===== config.mk =====
export PLATFORM = sky130hd
export DESIGN_NAME = l1_icache
export DESIGN_NICKNAME = d
export VERILOG_FILES = /design/src/rtl/l1_icache.sv
export SDC_FILE = /design/constraint.sdc
export NUM_CORES = 2
export LEC_CHECK = 0
export BUFFER_PORTS_ARGS = -buffer_cell sky130_fd_sc_hd__buf_4
export CORE_AREA = 2 2 390 392
export CTS_BUF_LIST = sky130_fd_sc_hd__clkbuf_4 sky130_fd_sc_hd__clkbuf_8 sky130_fd_sc_hd__clkbuf_16
export CTS_CLUSTER_DIAMETER = 50
export DETAILED_ROUTE_END_ITERATION = 16
export DIE_AREA = 0 0 392 394
export PLACE_DENSITY = 0.75
export SETUP_SLACK_MARGIN = 0.5
export SLEW_MARGIN = 20
export SYNTH_ARGS = -nofsm -noshare
export SYNTH_HDL_FRONTEND = slang
export SYNTH_SLANG_ARGS = --single-unit

===== constraint.sdc =====
create_clock -name clk -period 15.6 [get_ports clk]
set_clock_uncertainty 0.2 [all_clocks]
set_input_delay 0 -clock clk [delete_from_list [all_inputs] [get_ports clk]]
set_output_delay 0 -clock clk [all_outputs]
set_load 0.03 [all_outputs]

===== src/rtl/l1_icache.sv =====
// 2-way set-associative read-only L1 instruction cache with 1-bit LRU per set.
// Hits return in the same cycle; a miss takes 2 cycles plus memory latency.
// A miss stalls the fetch (icache_resp=0) and holds pmem_read until pmem_resp.
module l1_icache #(
  parameter int s_index = 3
) (
  input  logic         clk,
  input  logic         reset,
  input  logic [15:0]  icache_addr,
  input  logic         icache_read,
  output logic         icache_resp,
  output logic [127:0] icache_rdata,
  output logic [15:0]  pmem_address,
  output logic         pmem_read,
  input  logic [127:0] pmem_rdata,
  input  logic         pmem_resp,
  output logic [15:0]  hit_count,
  output logic [15:0]  miss_count
);

  localparam int SETS  = 1 << s_index;
  localparam int TAG_W = 12 - s_index;

  typedef enum logic [0:0] {
    ST_IDLE  = 1'b0,
    ST_FETCH = 1'b1
  } state_t;

  state_t r_state;
  state_t w_next_state;

  // Per-way storage: valid bits are reset, tags and data need not be.
  logic [SETS-1:0]  r_valid0;
  logic [SETS-1:0]  r_valid1;
  logic [TAG_W-1:0] r_tag0  [SETS];
  logic [TAG_W-1:0] r_tag1  [SETS];
  logic [127:0]     r_data0 [SETS];
  logic [127:0]     r_data1 [SETS];
  // LRU bit names the way to replace next.
  logic [SETS-1:0]  r_lru;

  logic [15:0]      r_miss_addr;
  logic             r_victim;
  logic [15:0]      r_hit_count;
  logic [15:0]      r_miss_count;

  logic [s_index-1:0] w_idx;
  logic [TAG_W-1:0]   w_tag;
  logic [s_index-1:0] w_fill_idx;
  logic [TAG_W-1:0]   w_fill_tag;
  logic               w_way0_hit;
  logic               w_way1_hit;
  logic               w_lookup;
  logic               w_hit;
  logic               w_miss;
  logic               w_fill;
  logic               w_unused_offset;

  assign w_idx      = icache_addr[3+s_index:4];
  assign w_tag      = icache_addr[15:4+s_index];
  assign w_fill_idx = r_miss_addr[3+s_index:4];
  assign w_fill_tag = r_miss_addr[15:4+s_index];

  // Byte offset selects within the line in the fetch stage, not here.
  assign w_unused_offset = ^icache_addr[3:0];

  assign w_way0_hit = r_valid0[w_idx] && (r_tag0[w_idx] == w_tag);
  assign w_way1_hit = r_valid1[w_idx] && (r_tag1[w_idx] == w_tag);

  // Lookups only happen in IDLE and never during the reset cycle.
  assign w_lookup = (r_state == ST_IDLE) && icache_read && !reset;
  assign w_hit    = w_lookup && (w_way0_hit || w_way1_hit);
  assign w_miss   = w_lookup && !(w_way0_hit || w_way1_hit);
  assign w_fill   = (r_state == ST_FETCH) && pmem_resp && !reset;

  // State register.
  always_ff @(posedge clk) begin
    if (reset) begin
      r_state <= ST_IDLE;
    end else begin
      r_state <= w_next_state;
    end
  end

  // Next-state: leave IDLE on a miss, return once the fill lands.
  always_comb begin
    w_next_state = r_state;
    unique case (r_state)
      ST_IDLE:  if (w_miss) w_next_state = ST_FETCH;
      ST_FETCH: if (pmem_resp) w_next_state = ST_IDLE;
      default:  w_next_state = ST_IDLE;
    endcase
  end

  // Outputs: combinational hit path and registered miss address.
  always_comb begin
    icache_resp  = w_hit;
    icache_rdata = w_way1_hit ? r_data1[w_idx] : r_data0[w_idx];
    pmem_read    = (r_state == ST_FETCH) && !reset;
    pmem_address = pmem_read ? r_miss_addr : 16'h0000;
  end

  // Control state: valid bits, LRU, miss latch and saturating counters.
  always_ff @(posedge clk) begin
    if (reset) begin
      r_valid0     <= '0;
      r_valid1     <= '0;
      r_lru        <= '0;
      r_miss_addr  <= 16'h0000;
      r_victim     <= 1'b0;
      r_hit_count  <= 16'h0000;
      r_miss_count <= 16'h0000;
    end else begin
      if (w_hit) begin
        // The way that did not hit becomes the replacement candidate.
        r_lru[w_idx] <= w_way0_hit;
        if (r_hit_count != 16'hFFFF) r_hit_count <= r_hit_count + 16'd1;
      end
      if (w_miss) begin
        r_miss_addr <= {icache_addr[15:4], 4'h0};
        r_victim    <= r_lru[w_idx];
        if (r_miss_count != 16'hFFFF) r_miss_count <= r_miss_count + 16'd1;
      end
      if (w_fill) begin
        if (r_victim) r_valid1[w_fill_idx] <= 1'b1;
        else          r_valid0[w_fill_idx] <= 1'b1;
        r_lru[w_fill_idx] <= ~r_victim;
      end
    end
  end

  // Line storage write on fill completion; abandoned fills write nothing.
  always_ff @(posedge clk) begin
    if (w_fill) begin
      if (r_victim) begin
        r_tag1[w_fill_idx]  <= w_fill_tag;
        r_data1[w_fill_idx] <= pmem_rdata;
      end else begin
        r_tag0[w_fill_idx]  <= w_fill_tag;
        r_data0[w_fill_idx] <= pmem_rdata;
      end
    end
  end

  assign hit_count  = r_hit_count;
  assign miss_count = r_miss_count;

endmodule


Yosys cells after proc, flatten, opt, wreduce, memory -nomap -nowiden
Memory sizes are Yosys's and may differ from the RTL's.
Index checks and enable logic that the tools add are counted.
- $add $sub $neg: 2
- equality and inequality tests: 4
- mux-type cells: 26
- shift-type cells: 0
- magnitude comparators: 4
- divide/modulo/power cells: 0
- reduce and logical (&&, ||, !) cells: 18
- bitwise operators: 4
- multipliers: 0
- operator list (cell ; number):
    128-bit two-way mux ; 1
    16-bit by 1-bit adder with 16-bit output (second input constant) ; 2
    16-bit inequality test (second input constant) ; 2
    8-bit two-way mux ; 3
    9-bit == test ; 2
    8-bit bitwise mux ; 2
    16-bit two-way mux ; 1
    8-bit OR ; 2
    1-bit two-way mux ; 13
    1-bit logical AND ; 11
    1-bit binary-select mux with 3-bit select ; 3
    3-bit by 4-bit less-than comparator with 1-bit output (second input constant) ; 2
    2-bit AND reduction ; 4
    1-bit demux with 3-bit select ; 2
    3-bit by 1-bit greater-or-equal comparator with 1-bit output (second input constant) ; 2
    1-bit logical NOT ; 2
    1-bit NOT ; 2
    1-bit one-hot mux with 2 select lines ; 1
    1-bit logical OR ; 1
- bits in read-only memories: 0
- memories: 4
- latch bits: 0
- input bits: 148
- register bits after elaboration: 70
- memory bits (writable): 2192
- memory list (name ; depth ; bits a word ; read ports ; clocked after Yosys merged registers in ; wr ports ; line ; source):
    r_data0 ; 8 ; 128 ; 1 ; 0 ; 1 ; 37 ; logic [127:0] r_data0 [SETS];
    r_data1 ; 8 ; 128 ; 1 ; 0 ; 1 ; 38 ; logic [127:0] r_data1 [SETS];
    r_tag0 ; 8 ; 9 ; 1 ; 0 ; 1 ; 35 ; logic [TAG_W-1:0] r_tag0 [SETS];
    r_tag1 ; 8 ; 9 ; 1 ; 0 ; 1 ; 36 ; logic [TAG_W-1:0] r_tag1 [SETS];

Logic depth before layout (Yosys ltp)
- word-level depth: 9
- mapped depth: 13

Least setup slack after synthesis
No wires, ideal clock.
- path type: register to register
- start point: register r_state
- end point: memory r_data1[1][0], enable pin
- setup slack: 0.496 ns
- arrival time: 13.926 ns
- cell stages (with the launch flop): 4
- data required time: 14.422 ns
- cell sequence: dfxtp_1 nor2b_1 nand3_1 nor4_1
- cells in the longest elaborated chain, start to end: 4
- RTL lines (element ; line ; source):
    start: declaration ; 29 ; state_t r_state;
    start signal: assignment ; 81 ; r_state <= w_next_state;
    1-bit logical AND (2 in series) ; 74 ; assign w_fill = (r_state == ST_FETCH) && pmem_resp && !reset;
    1-bit two-way mux ; 134 ; if (w_fill) begin
    1-bit two-way mux (implied by the code) ; 137 ; r_data1[w_fill_idx] <= pmem_rdata;
    end: declaration ; 38 ;
Every way passes these cells.

Final worst setup path
- start point: input icache_addr[6]
- end point: output icache_rdata[121]
- cells in the longest elaborated chain, start to end: 4
- elaborated cells on any way between the ends: 8
- those cells by class: eq/ne: 1; mux: 3; reduce/logical: 1; memory: 3
- RTL lines (element ; line ; source):
    start: declaration ; 9 ; input logic [15:0] icache_addr,
    memory 8 x 9 bit / 1-bit binary-select mux with 3-bit select (equally long branches) ; - ;
    9-bit == test / 1-bit two-way mux (equally long branches) ; 68 ; assign w_way1_hit = r_valid1[w_idx] && (r_tag1[w_idx] == w_tag);
    1-bit logical AND ; 68 ;
    128-bit two-way mux (*) ; 98 ; icache_rdata = w_way1_hit ? r_data1[w_idx] : r_data0[w_idx];
    end: declaration ; 12 ; output logic [127:0] icache_rdata,
Mark *: on every way between the ends. The rest lies on a longest branch, timed or not. The select of a mux whose other input is x is not followed.

==> results.py <==
metrics = {
    "sta": {
        "fin_tns_setup_ns": 0,
        "min_period_over_period": 0.371,
        "finalSetupViolations": 0,
        "fmax_mhz": 173,
        "slew_viol_final": 0,
        "final_hold_viol_count": 0,
        "worstMarginPinSlew_ns": 1.19,
        "rsz0062_at_grt": "no",
        "slew_headroom": 0.209,
        "layout_min_cycle_time_ns": 5.78,
        "fin_ws_ns": 9.82,
    },
    "floorplanning": {
        "start_util": 0.545,
        "num_rows": 143,
        "die-area_um2": 154000,
        "die_w_um": 392,
        "coreArea_um2": 151000,
        "fp.dieH_um": 394,
        "pin_count": 326,
    },
    "critical_path": {
        "path_class": "input port to output pin",
        "reg2reg_to": "r_data0[7][89]",
        "critPathLaunchType": "input port",
        "cp_data_arrival_time_ns": 5.58,
        "crit_fanout": 63,
        "crit_required_ns": 15.40,
        "rr_worst_depth": 6,
        "r2r_start": "r_state",
        "critPathCaptureType": "output pin",
        "r2r_setup_slack_ns": 10.63,
    },
    "hold_path": {
        "min_path_type": "input port to flop",
        "hold_path_depth": 6,
        "hold_path_end": "r_lru[4]",
        "min_from": "icache_read",
    },
    "final_layout": {
        "design_area_um2": 96900,
        "drive_above_1_share": 0.154,
        "most-common-layout-cells": "edfxtp_1 (2192), a22oi_1 (518), buf_4 (380)",
        "fill_cells": 9887,
        "fin_nets": 5186,
        "final_common_cell": "edfxtp_1",
        "regArea_um2": 67200,
        "multiInputGateArea_um2": 13800,
        "area_growth_pct": 18.1,
    },
    "pwr": {
        "p_int_uw": 9890,
        "power_frac_clock": 0.417,
        "power_frac_seq": 0.534,
        "leakage_uw": 0.0308,
        "comb_power_share": 0.050,
        "vdd_drop_max_uv": 114,
        "power_switching_uw": 2640,
        "p_sw_frac": 0.211,
        "power_density_nw_per_um2": 129,
        "fin_total_pwr_uw": 12500,
    },
    "cts": {
        "cts.repair.resized": 0,
        "clock_sinks": 2262,
        "post_cts_buffers": 0,
        "cts_made_buffers": 213,
        "max-clock-path-buffers": 3,
        "clk_pin_slew_ns": 0.06,
        "clock_latency_ns": 0.85,
        "htree_levels": 4,
        "cts_root_buffer": "clkbuf_16",
        "cts_tree": "built",
    },
    "global_route": {
        "first_global_vias": 47500,
        "grt_max_degree": 142,
        "grtUsageTotal": 0.269,
        "grt_pass1_wl_mm": 308,
        "antenna_found_initial": 21,
        "gr-total-overflow": 0,
    },
    "placement": {
        "hpwl_mm": 94.6,
        "io_buffers": 317,
        "gp_congestion": 0.774,
        "dpl_worst_slack_ns": 10.48,
        "place_area_um2": 86700,
    },
    "outcome": {
        "run_status": "completed",
    },
    "yosys": {
        "syn_inst": 4425,
        "syn_area_um2": 82100,
        "synthSimpleGateAreaFrac": 0.0300,
        "synth.avg_cell_area_um2": 18.6,
        "yosysUniqueCellTypes": 58,
        "synthMuxAreaShare": 0.0125,
        "yosysSeqAreaShare": 0.819,
        "synth-compound-area-share": 0.121,
        "yosys.area_share.adder": 0.000305,
        "synth_top_family_by_area": "compound AO/OA/AOI/OAI gates",
        "ys_async_sr_fraction": 0,
        "ys_ff_latch": 2262,
        "synth-edff-count": 2192,
        "synth_ff_type": "edfxtp_1",
        "synth-xor-area-share": 0.00149,
        "yosysWarnings": 0,
    },
    "detailed_routing": {
        "antenna_left": 0,
        "drc": 0,
        "vias": 47800,
        "drt_iter0_drc": 6783,
        "firstDrtPassIters": 8,
        "via_per_inst": 6.59,
        "wl_per_cell_um": 29.1,
        "wirelength_mm": 211,
    },
    "flow_run": {
        "max_cap_viol_count": 0,
    },
}
## synth_stat cells (all sizes together), types with 8 or more instances
master	n	area, um2
nor2	186	698
nor4	8	56.3
and3	8	50.1
edfxtp	2192	65800
nand3	33	165
o31ai	23	173
mux2i	37	370
and2	21	131
inv	13	48.8
or4	18	135
a221oi	259	2270
buf	34	205
dfxtp	70	1400
mux4	23	518
nand4	136	851
a21oi	40	200
nor3	17	85.1
xnor2	8	70.1
a31oi	131	820
nand2	24	90.1
a22oi	518	3890
a211oi	9	67.6
o21ai	20	100
mux2	12	135
clkbuf	269	1010
nor2b	8	50.1
a22o	259	2270
nand2b	8	50.1
## metrics by stage
stage	utilization	cells	hold slack [ns]
3_3_place_gp	0.575	6548	0.0317
6_report	0.643	7254	0.0627
3_5_place_dp	0.575	6548	0.0263
2_1_floorplan	-	4428	-0.101
4_1_cts	0.643	7243	0.0242
5_1_grt	0.643	7247	0.104
## how the worst max path moves through the flow
stage,from,endpoint,slack [ns]
global placement,icache_addr[6],icache_rdata[40],10.46
global route,icache_addr[6],icache_rdata[121],9.63
detailed placement,icache_addr[6],icache_rdata[40],10.48
CTS,icache_addr[6],icache_rdata[40],9.93
floorplan,r_state,r_data0[1][0],0.54
finish,icache_addr[6],icache_rdata[121],9.82
## power by group through the flow
stage	sequential (uW)	combinational [uW]	clock [uW]
detailed placement	6810	548	0
finish	6690	621	5220
floorplan	6810	292	0
global placement	6810	540	0
global route	6680	656	5500
CTS	6680	616	5250
## state kept, by name, summed over array words and instances, names as in the netlist
| register | flops |
|---|---|
| r_tag1 | 72 |
| miss_count | 16 |
| r_data0 | 1024 |
| r_data1 | 1024 |
| r_lru | 8 |
| r_victim | 1 |
| r_state | 1 |
| r_valid0 | 8 |
| r_valid1 | 8 |
| hit_count | 16 |
| r_tag0 | 72 |
| r_miss_addr | 12 |
## cell families (layout without fill, tap and decap cells)
| family | Yosys count | after routing |
|---|---|---|
| multiplexers | 72 | 72 |
| XOR/XNOR | 14 | 14 |
| flip-flops | 2262 | 2262 |
| other | 1 | 15 |
| adder cells (fa/ha/maj) | 2 | 2 |
| buffers and inverters | 316 | 1101 |
| AO/OA/AOI/OAI | 1280 | 1280 |
| AND/OR/NAND/NOR | 478 | 478 |
## what timing repair did
item                        CTS  global route
hold endpoints to repair   2239             0
hold buffers                303             0
setup endpoints to repair     0             0
## routing by layer
layer  part of all wire  global-route usage  up-vias
li1                   -                   -    20000
met1               0.38               0.376    24200
met2               0.48               0.428     3176
met3               0.11              0.0528      438
met4              0.031              0.0914       24
met5            0.00067                   0        -
## worst max-delay path: stages
cell and delay (ns):
dlygate4sd3_1 0.53, buf_4 0.60, inv_1 0.54, nor3_2 0.26, buf_4 0.53, buf_4 0.84, buf_4 0.91, a22oi_1 0.24
nand4_1 0.13, nor2_1 0.06, a31oi_1 0.52, buf_4 0.27
## cell type report
type | instances | area share
well taps | 2030 | 0.0262
diodes | 11 | 0.000284
flip-flops and latches | 2262 | 0.694
inverters | 13 | 0.000503
multi-input cells | 1850 | 0.142
clock buffers | 260 | 0.0589
clock inverters | 132 | 0.0151
repair buffers | 696 | 0.0634
(Power assumes the default switching activity.)
